$ cat src/rtl/steering_pkg.sv
// Shared types and helpers for the weighted steering controller.
// State encoding, accumulator sizing and symmetric command clamp.
package steering_pkg;

    typedef enum logic [1:0] {
        S_IDLE,
        S_SAMPLE,
        S_SCAN,
        S_COMPUTE
    } state_t;

    // Wide enough to hold the sum of every weight without overflow.
    function automatic int acc_width(input int ww, input int n);
        return ww + $clog2(n);
    endfunction

    // Clamp to the symmetric range +/-(2^(w-1)-1).
    function automatic logic signed [31:0] sat_cmd(
        input logic signed [31:0] v,
        input int                 w
    );
        logic signed [31:0] lim;
        lim = (32'sd1 <<< (w - 1)) - 32'sd1;
        if (v > lim) begin
            return lim;
        end else if (v < -lim) begin
            return -lim;
        end
        return v;
    endfunction

endpackage

$ cat src/rtl/cmd_saturate.sv
// Combinational signed clamp of one wheel command.
// The negative limit mirrors the positive one so turns stay symmetric.
module cmd_saturate
    import steering_pkg::*;
#(
    parameter int IN_W      = 10,
    parameter int WIDTH_CMD = 8
) (
    input  logic signed [IN_W-1:0]      din,
    output logic signed [WIDTH_CMD-1:0] dout
);

    assign dout = WIDTH_CMD'(sat_cmd(32'(din), WIDTH_CMD));

endmodule

$ cat src/rtl/weighted_steering_controller.sv
// Obstacle-avoidance steering with per-sensor weights.
// Snapshot, serial scan into side accumulators, then differential command.
module weighted_steering_controller
    import steering_pkg::*;
#(
    parameter int SENSOR_COUNT      = 5,
    parameter int WIDTH_SPEED       = 6,
    parameter int WIDTH_CMD         = 8,
    parameter int WIDTH_WEIGHT      = 4,
    parameter bit SENSOR_ACTIVE_LOW = 1'b1
) (
    input  logic                                 clk,
    input  logic                                 reset,
    input  logic                                 enable,
    input  logic [WIDTH_SPEED-1:0]               speed,
    input  logic [SENSOR_COUNT-1:0]              sensor_array,
    input  logic [SENSOR_COUNT*WIDTH_WEIGHT-1:0] weights,
    output logic signed [WIDTH_CMD-1:0]          wheel_left,
    output logic signed [WIDTH_CMD-1:0]          wheel_right,
    output logic                                 cmd_valid,
    output logic                                 busy
);

    localparam int ACC_W = acc_width(WIDTH_WEIGHT, SENSOR_COUNT);
    localparam int IDX_W = $clog2(SENSOR_COUNT);
    localparam int MW    = ((WIDTH_SPEED > ACC_W) ? WIDTH_SPEED : ACC_W) + 2;
    localparam bit ODD   = (SENSOR_COUNT % 2) == 1;
    localparam logic [IDX_W-1:0] MID_I  = IDX_W'(SENSOR_COUNT / 2);
    localparam logic [IDX_W-1:0] LAST_I = IDX_W'(SENSOR_COUNT - 1);

    state_t state_q, state_d;

    logic [IDX_W-1:0]        idx;
    logic [ACC_W-1:0]        acc_l, acc_r;
    logic                    centre_hit;
    logic [SENSOR_COUNT-1:0] hit_q;
    logic [WIDTH_SPEED-1:0]  speed_q;
    logic [WIDTH_WEIGHT-1:0] w_q [SENSOR_COUNT];

    logic                    is_centre, is_right;
    logic signed [MW-1:0]    s_ext, l_ext, r_ext, raw_l, raw_r;
    logic signed [WIDTH_CMD-1:0] sat_l, sat_r;

    assign busy      = (state_q == S_SCAN) || (state_q == S_COMPUTE);
    assign is_centre = ODD && (idx == MID_I);
    assign is_right  = idx < MID_I;

    assign s_ext = MW'(speed_q);
    assign l_ext = MW'(acc_l);
    assign r_ext = MW'(acc_r);

    // State register; reset wins over enable.
    always_ff @(posedge clk) begin
        if (reset) begin
            state_q <= S_IDLE;
        end else begin
            state_q <= state_d;
        end
    end

    // Next state: back-to-back frames while enabled, drop to idle otherwise.
    always_comb begin
        state_d = state_q;
        if (!enable) begin
            state_d = S_IDLE;
        end else begin
            unique case (state_q)
                S_IDLE:    state_d = S_SAMPLE;
                S_SAMPLE:  state_d = S_SCAN;
                S_SCAN:    state_d = (idx == LAST_I) ? S_COMPUTE : S_SCAN;
                S_COMPUTE: state_d = S_SAMPLE;
                default:   state_d = S_IDLE;
            endcase
        end
    end

    // Command law: steer away from the heavier side, pivot on a centre hit.
    always_comb begin
        raw_l = s_ext - r_ext;
        raw_r = s_ext - l_ext;
        if (centre_hit) begin
            if (acc_r >= acc_l) begin
                raw_l = -s_ext;
                raw_r = s_ext;
            end else begin
                raw_l = s_ext;
                raw_r = -s_ext;
            end
        end
    end

    cmd_saturate #(.IN_W(MW), .WIDTH_CMD(WIDTH_CMD)) u_sat_l (
        .din  (raw_l),
        .dout (sat_l)
    );

    cmd_saturate #(.IN_W(MW), .WIDTH_CMD(WIDTH_CMD)) u_sat_r (
        .din  (raw_r),
        .dout (sat_r)
    );

    // Snapshot, scan accumulation and registered command outputs.
    always_ff @(posedge clk) begin
        if (reset) begin
            idx         <= '0;
            acc_l       <= '0;
            acc_r       <= '0;
            centre_hit  <= 1'b0;
            hit_q       <= '0;
            speed_q     <= '0;
            w_q         <= '{default: '0};
            wheel_left  <= '0;
            wheel_right <= '0;
            cmd_valid   <= 1'b0;
        end else begin
            cmd_valid <= 1'b0;
            if (!enable) begin
                wheel_left  <= '0;
                wheel_right <= '0;
            end else begin
                unique case (state_q)
                    S_SAMPLE: begin
                        hit_q      <= sensor_array ^ {SENSOR_COUNT{SENSOR_ACTIVE_LOW}};
                        speed_q    <= speed;
                        for (int i = 0; i < SENSOR_COUNT; i++) begin
                            w_q[i] <= weights[i*WIDTH_WEIGHT +: WIDTH_WEIGHT];
                        end
                        acc_l      <= '0;
                        acc_r      <= '0;
                        centre_hit <= 1'b0;
                        idx        <= '0;
                    end
                    S_SCAN: begin
                        if (hit_q[idx]) begin
                            unique case (1'b1)
                                is_centre: centre_hit <= 1'b1;
                                is_right:  acc_r <= acc_r + ACC_W'(w_q[idx]);
                                default:   acc_l <= acc_l + ACC_W'(w_q[idx]);
                            endcase
                        end
                        idx <= idx + 1'b1;
                    end
                    S_COMPUTE: begin
                        wheel_left  <= sat_l;
                        wheel_right <= sat_r;
                        cmd_valid   <= 1'b1;
                    end
                    default: ;
                endcase
            end
        end
    end

endmodule

$ cat config.mk
export PLATFORM = sky130hd
export DESIGN_NAME = weighted_steering_controller
export DESIGN_NICKNAME = d
export VERILOG_FILES = /design/src/rtl/steering_pkg.sv /design/src/rtl/cmd_saturate.sv /design/src/rtl/weighted_steering_controller.sv
export SDC_FILE = /design/constraint.sdc
export NUM_CORES = 1
export LEC_CHECK = 0
export CORE_ASPECT_RATIO = 1.4
export CORE_MARGIN = 2
export CORE_UTILIZATION = 49
export CTS_BUF_LIST = sky130_fd_sc_hd__clkbuf_4 sky130_fd_sc_hd__clkbuf_8
export DETAILED_ROUTE_END_ITERATION = 12
export GPL_ROUTABILITY_DRIVEN = 0
export PLACE_DENSITY = 0.71
export SYNTH_ARGS = -nofsm -noshare
export SYNTH_HDL_FRONTEND = slang
export SYNTH_SLANG_ARGS = --single-unit
export TNS_END_PERCENT = 10
$ cat constraint.sdc
create_clock -name clk -period 2.4 [get_ports clk]
set_clock_uncertainty 0.15 [all_clocks]
set_input_delay 0.36 -clock clk [delete_from_list [all_inputs] [get_ports clk]]
set_output_delay 0.36 -clock clk [all_outputs]
set_load 0.005 [all_outputs]
==> results.py <==
metrics = {
    "floorplan": {
        "die_area_um2": 9550,
        "initial_core_util": 0.5023,
        "io_pins": 52,
        "coreArea_um2": 8558,
        "dieWidth_um": 83.17,
        "placementRows": 40,
        "die_h_um": 114.8,
    },
    "critical_path": {
        "crit_type": "reg -> reg",
        "required_ns": 2.51,
        "r2r_slack_ns": -0.07,
        "reg2reg_depth": 10,
        "startpoint": "idx[0]",
        "crit_arrival_ns": 2.58,
        "end_kind": "flop",
        "rr_endpoint": "acc_l[6]",
        "r2r_start": "idx[0]",
        "timing.critical_path.fanout_max": 4,
        "setup.worst_path.start_class": "flop",
        "endpoint": "acc_l[6]",
    },
    "power_and_ir_drop": {
        "p_seq_frac": 0.471,
        "vdd_drop_max_mv": 0.3484,
        "power.switching_uw": 683.1,
        "power_frac_clock": 0.354,
        "p_leak_uw": 0.002325,
        "switching_share": 0.2755,
        "intPower_uw": 1796,
        "p_comb_frac": 0.176,
        "power_density_nw_per_um2": 426.5,
    },
    "detailed_routing": {
        "met3_length_um": 321,
        "wl_um": 11700,
        "route.met2.wl_um": 6309,
        "drc_errors": 0,
        "ant_nets": 0,
        "firstDrtPassIters": 5,
        "drt_iter0_markers": 145,
        "vias": 4193,
        "viasPerCell": 5.554,
        "detail_route.wl_per_cell_um": 15.50,
        "top_layer": "met4",
        "wl_met1_um": 4495,
    },
    "timing": {
        "max_clock_freq_mhz": 404.3,
        "tightestPinTransition_ns": 0.3871,
        "hold_viol": 0,
        "maxSlewHeadroom": 0.7353,
        "setup_viol": 4,
        "holdWs_ns": 0.3061,
        "slew_viol_final": 0,
        "fin_crit_ns": 2.473,
        "min_period_over_period": 1.031,
        "rsz0062_at_grt": "true",
        "worst_slack_ns": -0.07327,
        "tns_ns": -0.1654,
    },
    "place": {
        "dp_hpwl_um": 8978,
        "portBuffers": 51,
        "dp_cells": 736,
        "dpl_cell_area_um2": 5401,
    },
    "synth": {
        "synth_compound_area_frac": 0.2293,
        "synth_top_flop_cell": "dfxtp_1",
        "synthSimpleGateAreaFrac": 0.2212,
        "synth_edf_count": 0,
        "synth-adder-area-share": 0.1205,
        "synthXorXnorAreaFrac": 0.02852,
        "syn_nets": 605,
        "synth_top_area_cell": "dfxtp_1",
        "ys_types": 65,
        "netlist_area_um2": 4299,
        "synthMostInstantiatedCell": "nand2_1",
        "synth_seq_cells": 68,
        "synthMuxAreaShare": 0.03376,
        "ys_top_cells_by_count": "nand2_1 (79), dfxtp_1 (68), a21oi_1 (63), nor2_1 (39), ha_1 (35)",
        "synthTopCellsByArea": "dfxtp_1 (32%), ha_1 (10%), a21oi_1 (7.3%), nand2_1 (6.9%), nor2_1 (3.4%)",
        "syn_avg_cell_area_um2": 8.081,
        "synthesis.instances": 532,
        "yosysSeqAreaShare": 0.3166,
        "synthArstFlopShare": 0,
        "synth_top_family_by_area": "compound AO/OA/AOI/OAI gates",
        "yosys_warnings": 0,
        "yosysTopAreaCellShare": 0.3166,
    },
    "layout": {
        "final_area_um2": 5814,
        "nNetsFinal": 719,
        "fillers": 694,
        "drive_gt1_frac": 0.2492,
        "diodes": 0,
        "final_cells": 755,
        "syn2layout_area_growth_pct": 35.24,
    },
    "cts": {
        "clockBufferDepth": 2,
        "cts_buffers": 9,
        "numClockSinks": 68,
        "cts_tree": "built",
        "cts_htree_levels": 3,
        "clk_latency_ns": 0.37,
        "clockRootBuffer": "clkbuf_8",
        "path_clk_slew_ns": 0.08,
    },
    "grt": {
        "antenna_found_initial": 0,
        "grtUsageTotal": 0.2522,
        "grt_max_degree": 39,
        "overflow": 0,
        "grt_pass1_vias": 4233,
        "grt_pass1_wl_um": 19310,
    },
    "outcome": {
        "status": "finished, violations left",
        "failed_checks": "setup timing",
    },
    "job": {
        "drv_cap": 0,
    },
    "worst_hold_path": {
        "hold_path_class": "reg -> reg",
    },
}
==> layout by cell type, fill, tap and decap left out, types with 6 or more instances in the layout <==
cell type	n
xnor2_1	12
o21ai_0	18
a21o_1	8
nand2_1	74
nand2b_1	11
clkbuf_8	11
nor2_1	39
dfxtp_1	59
buf_4	76
ha_1	27
o21ai_1	6
a21oi_1	59
clkdlybuf4s50_1	51
nor2b_1	6
inv_1	24
o21a_1	6
a211oi_1	6
dfxtp_2	6
nand3_1	20
==> repair_timing <==
action,CTS,global route
setup endpoints to repair,13,21
hold buffers,0,0
resized for setup,17,35
setup buffers,0,4
pin swaps,4,17
hold endpoints to repair,0,0
==> per-stage QoR <==
| step | utilization | setup WS, ns | power, uW |
|---|---|---|---|
| finish | 0.6794 | -0.07327 | 2480 |
| global route | 0.6794 | -0.1741 | 2578 |
| CTS | 0.6579 | -0.08508 | 2465 |
| detailed placement | 0.6311 | -0.1681 | 1601 |
| global placement | 0.6311 | -0.1125 | 1595 |
| floorplan | - | -0.02756 | 1434 |
==> logic make-up (layout without fill, tap and decap cells) <==
| group | count (synthesis) | after routing |
|---|---|---|
| simple gates | 197 | 197 |
| compound gates | 153 | 153 |
| flops | 68 | 68 |
| buf+inv | 52 | 170 |
| fa+ha+maj | 39 | 39 |
| xor+xnor | 14 | 14 |
| mux | 9 | 9 |
==> how the worst min path moves through the flow <==
stage	start	end	slack, ns	cells past startpoint
floorplan	w_q[11]	w_q[11]	0.28	2
global placement	w_q[17]	w_q[17]	0.29	2
detailed placement	w_q[11]	w_q[11]	0.30	2
CTS	w_q[11]	w_q[11]	0.31	2
global route	w_q[3]	w_q[3]	0.32	2
finish	w_q[11]	w_q[11]	0.31	2
==> state kept, by name (all words and copies together) (netlist names) <==
| signal | cells |
|---|---|
| acc_l | 7 |
| acc_r | 7 |
| centre_hit | 1 |
| cmd_valid | 1 |
| hit_q | 5 |
| idx | 3 |
| speed_q | 6 |
| state_q | 2 |
| w_q | 20 |
| wheel_left | 8 |
| wheel_right | 8 |
==> routing by layer <==
| layer | GRT usage | vias to the layer above |
|---|---|---|
| met5 | 0 | - |
| met4 | 0.1519 | 0 |
| met3 | 0.03446 | 39 |
| met2 | 0.4742 | 111 |
| met1 | 0.2667 | 1931 |
| li1 | - | 2112 |
==> layout make-up <==
type / instances / area, um2 / area share
Clock buffer: 11 / 151.4 / 0.02604
Clock inverter: 4 / 25.02 / 0.004304
Inverter: 25 / 93.84 / 0.01614
Multi-Input combinational cell: 412 / 2918 / 0.5018
Sequential cell: 68 / 1380 / 0.2374
Tap cell: 105 / 131.4 / 0.02260
Timing Repair Buffer: 130 / 1115 / 0.1917
==> worst max-delay path, stage by stage, from the launching register on <==
cell and delay, ns:
dfxtp_4 0.39, mux4_2 0.49, nand2_1 0.09, nand2_2 0.07, ha_2 0.19, fa_2 0.34
a21oi_2 0.17, nor2b_2 0.07, o2111ai_2 0.18, xnor2_1 0.15, nor2_1 0.06
==> power groups by stage <==
stage	registers [uW]	clock network (uW)	logic, uW
after floorplan	1190	0	243
after global placement	1190	0	401
after detailed placement	1200	0	406
after CTS	1170	883	413
after global routing	1170	929	479
final	1170	877	435
Power figures use the tool's default switching activity.
==> edit, RTL diff (same flow settings) <==
The parameter `SENSOR_ACTIVE_LOW` goes from 1'b1 to 1'b0.
--- a/src/rtl/weighted_steering_controller.sv
+++ b/src/rtl/weighted_steering_controller.sv
@@ -7,7 +7,7 @@
     parameter int WIDTH_SPEED       = 6,
     parameter int WIDTH_CMD         = 8,
     parameter int WIDTH_WEIGHT      = 4,
-    parameter bit SENSOR_ACTIVE_LOW = 1'b1
+    parameter bit SENSOR_ACTIVE_LOW = 1'b0
 ) (
     input  logic                                 clk,
     input  logic                                 reset,
Check against the original RTL: not equivalent (a bounded check fails within 10 cycles, from zero or initial values and one cycle with reset high).
==> edit against the unedited design <==
The run still ends with setup timing left. Global-route usage rose by 0.55 points. Sequential share of layout area increased by 1.2 points. Cell area is 5.1% lower. Wire length decreased by 5.2%. Clock power grew 17%. Sequential power is essentially flat. Worst hold slack got worse by 0.00074 ns. Total power up 3.7%. Combinational power down 15%. Sequential cell count unchanged. Synthesized area shrank 3.3%. Worst setup slack improved by 0.053 ns. Count of clock-buffer cells in the layout down 2. Critical path type unchanged. Critical endpoint is now acc_r[4]$_SDFFE_PP0P_. Largest power group unchanged.
==> edit: results (changes against the unedited design) <==
Mean Syn Cell Area = 7.81 sq um (-3.3%)
post-synthesis mux area share = 3.04% (-0.33 points)
DR iter-0 viols = 163 (+12%)
fill count = 684 (-1.4%)
drt wl/cell = 15.0 microns (-3.0%)
Slew @ Worst Pin = 0.449 ns (+0.0614 ns)
placed inst area = 5160 sq um (-4.5%)
peak per-stage delay on the critical path = 0.47 ns (-0.02 ns)
share of cells above drive strength 1 = 20.0% (-5.0 points)
fin cells = 738 (-2.3%)
xor/xnor share of the synthesized area = 3.37% (+0.52 points)
Final WS setup = -0.0200 ns (+0.0533 ns)
Vias per Instance = 5.55 (-0.14%)
adder-cell share of the synthesized area = 12.5% (+0.42 points)
multi-input combinational cell area = 2700 sq um (-7.5%)
FF-to-FF Start = idx[1]$_SDFFE_PP0P_
hold_sp = w_q[15]$_SDFFE_PP0P_
Synth cell types = 57 (-12%)
Setup violations, final = 2 (-2)
WP data arrival = 2.54 ns (-0.04 ns)
Crit path max-delay family = compound AO/OA/AOI/OAI gates
first-pass GRT wire length = 18400 microns (-4.6%)
P_comb = 370 uW (-15%)
failing checks = setup timing
post-CTS setup repair buffer count = 1 (+1)
outcome = finished with violations
Area contributors post-synth = dfxtp_1, ha_1, a21oi_1
vias in the first global route = 4081 (-3.6%)
P_clk = 1.03 mW (+17%)
Max rail drop VDD = 0.405 mV (+16%)
Reg-to-Reg End = acc_r[4]$_SDFFE_PP0P_
most frequent cells after synthesis = nand2_1, a21oi_1, dfxtp_1
largest net degree at the start of global routing = 32 (-18%)
GRT Resource Usage Total = 25.8% (+0.55 points)
CP max FO = 6 (+2)
CP max-delay cell = fa_1
switching portion of total power = 25.5% (-2.1 points)
Gates resized, CTS repair = 16 (-1)
leakage power = 2.16 nW (-7.1%)
Inst Count DP = 721 (-2.0%)
initial antenna violation count = 0 (unchanged)
Seq/Total Area, Yosys = 32.8% (+1.1 points)
Worst-Skew Late Latency = 0.35 ns (-0.02 ns)
Synth Flop Type = dfxtp_1
Detailed Place HPWL = 8550 microns (-4.8%)
final hold slack = 0.305 ns (-0.000744 ns)
Synth Area in Compound Gates = 20.4% (-2.5 points)
nets@finish = 705 (-1.9%)
==> edit: cell count changes after synthesis, sizes merged, moves of 4 or more <==
| cell | change |
|---|---|
| nor2 | +4 |
| nand2 | +10 |
| o21a | -4 |
| a211oi | -6 |
| o221a | -4 |
| o22ai | +5 |
| a21oi | +6 |
==> edit: cell type report <==
class,count,share of cell area (%)
multi-input combinational,413,48.9
clock buffer,9,2.24
timing repair buffer,116,18.4
sequential,68,24.9
tap,102,2.31
inverter,24,1.63
clock inverter,6,1.63
==> edit: through the flow <==
stage | TNS (ns) | setup WS (ns)
3_3_place_gp | -0.397 | -0.0997
6_report | -0.0222 | -0.0200
3_5_place_dp | -0.990 | -0.180
5_1_grt | -1.32 | -0.172
4_1_cts | -0.0299 | -0.0146
2_1_floorplan | 0 | 0.0123
==> edit: layer usage <==
layer | GRT usage, % | routed length [microns] | vias to the layer above
li1 | - | - | 2056
met1 | 27.4 | 4220 | 1894
met2 | 45.0 | 5930 | 108
met3 | 5.18 | 399 | 35
met4 | 16.1 | 550 | 0
met5 | 0 | 0 | -
==> edit: how the worst max path moves through the flow <==
| stage | start | end | slack (ns) |
|---|---|---|---|
| floorplan | idx[1]$_SDFFE_PP0P_ | acc_r[6]$_SDFFE_PP0P_ | 0.01 |
| global placement | idx[1]$_SDFFE_PP0P_ | acc_r[6]$_SDFFE_PP0P_ | -0.1 |
| detailed placement | idx[1]$_SDFFE_PP0P_ | acc_l[5]$_SDFFE_PP0P_ | -0.18 |
| CTS | idx[1]$_SDFFE_PP0P_ | acc_r[4]$_SDFFE_PP0P_ | -0.01 |
| global route | idx[1]$_SDFFE_PP0P_ | acc_r[5]$_SDFFE_PP0P_ | -0.17 |
| finish | idx[1]$_SDFFE_PP0P_ | acc_r[4]$_SDFFE_PP0P_ | -0.02 |
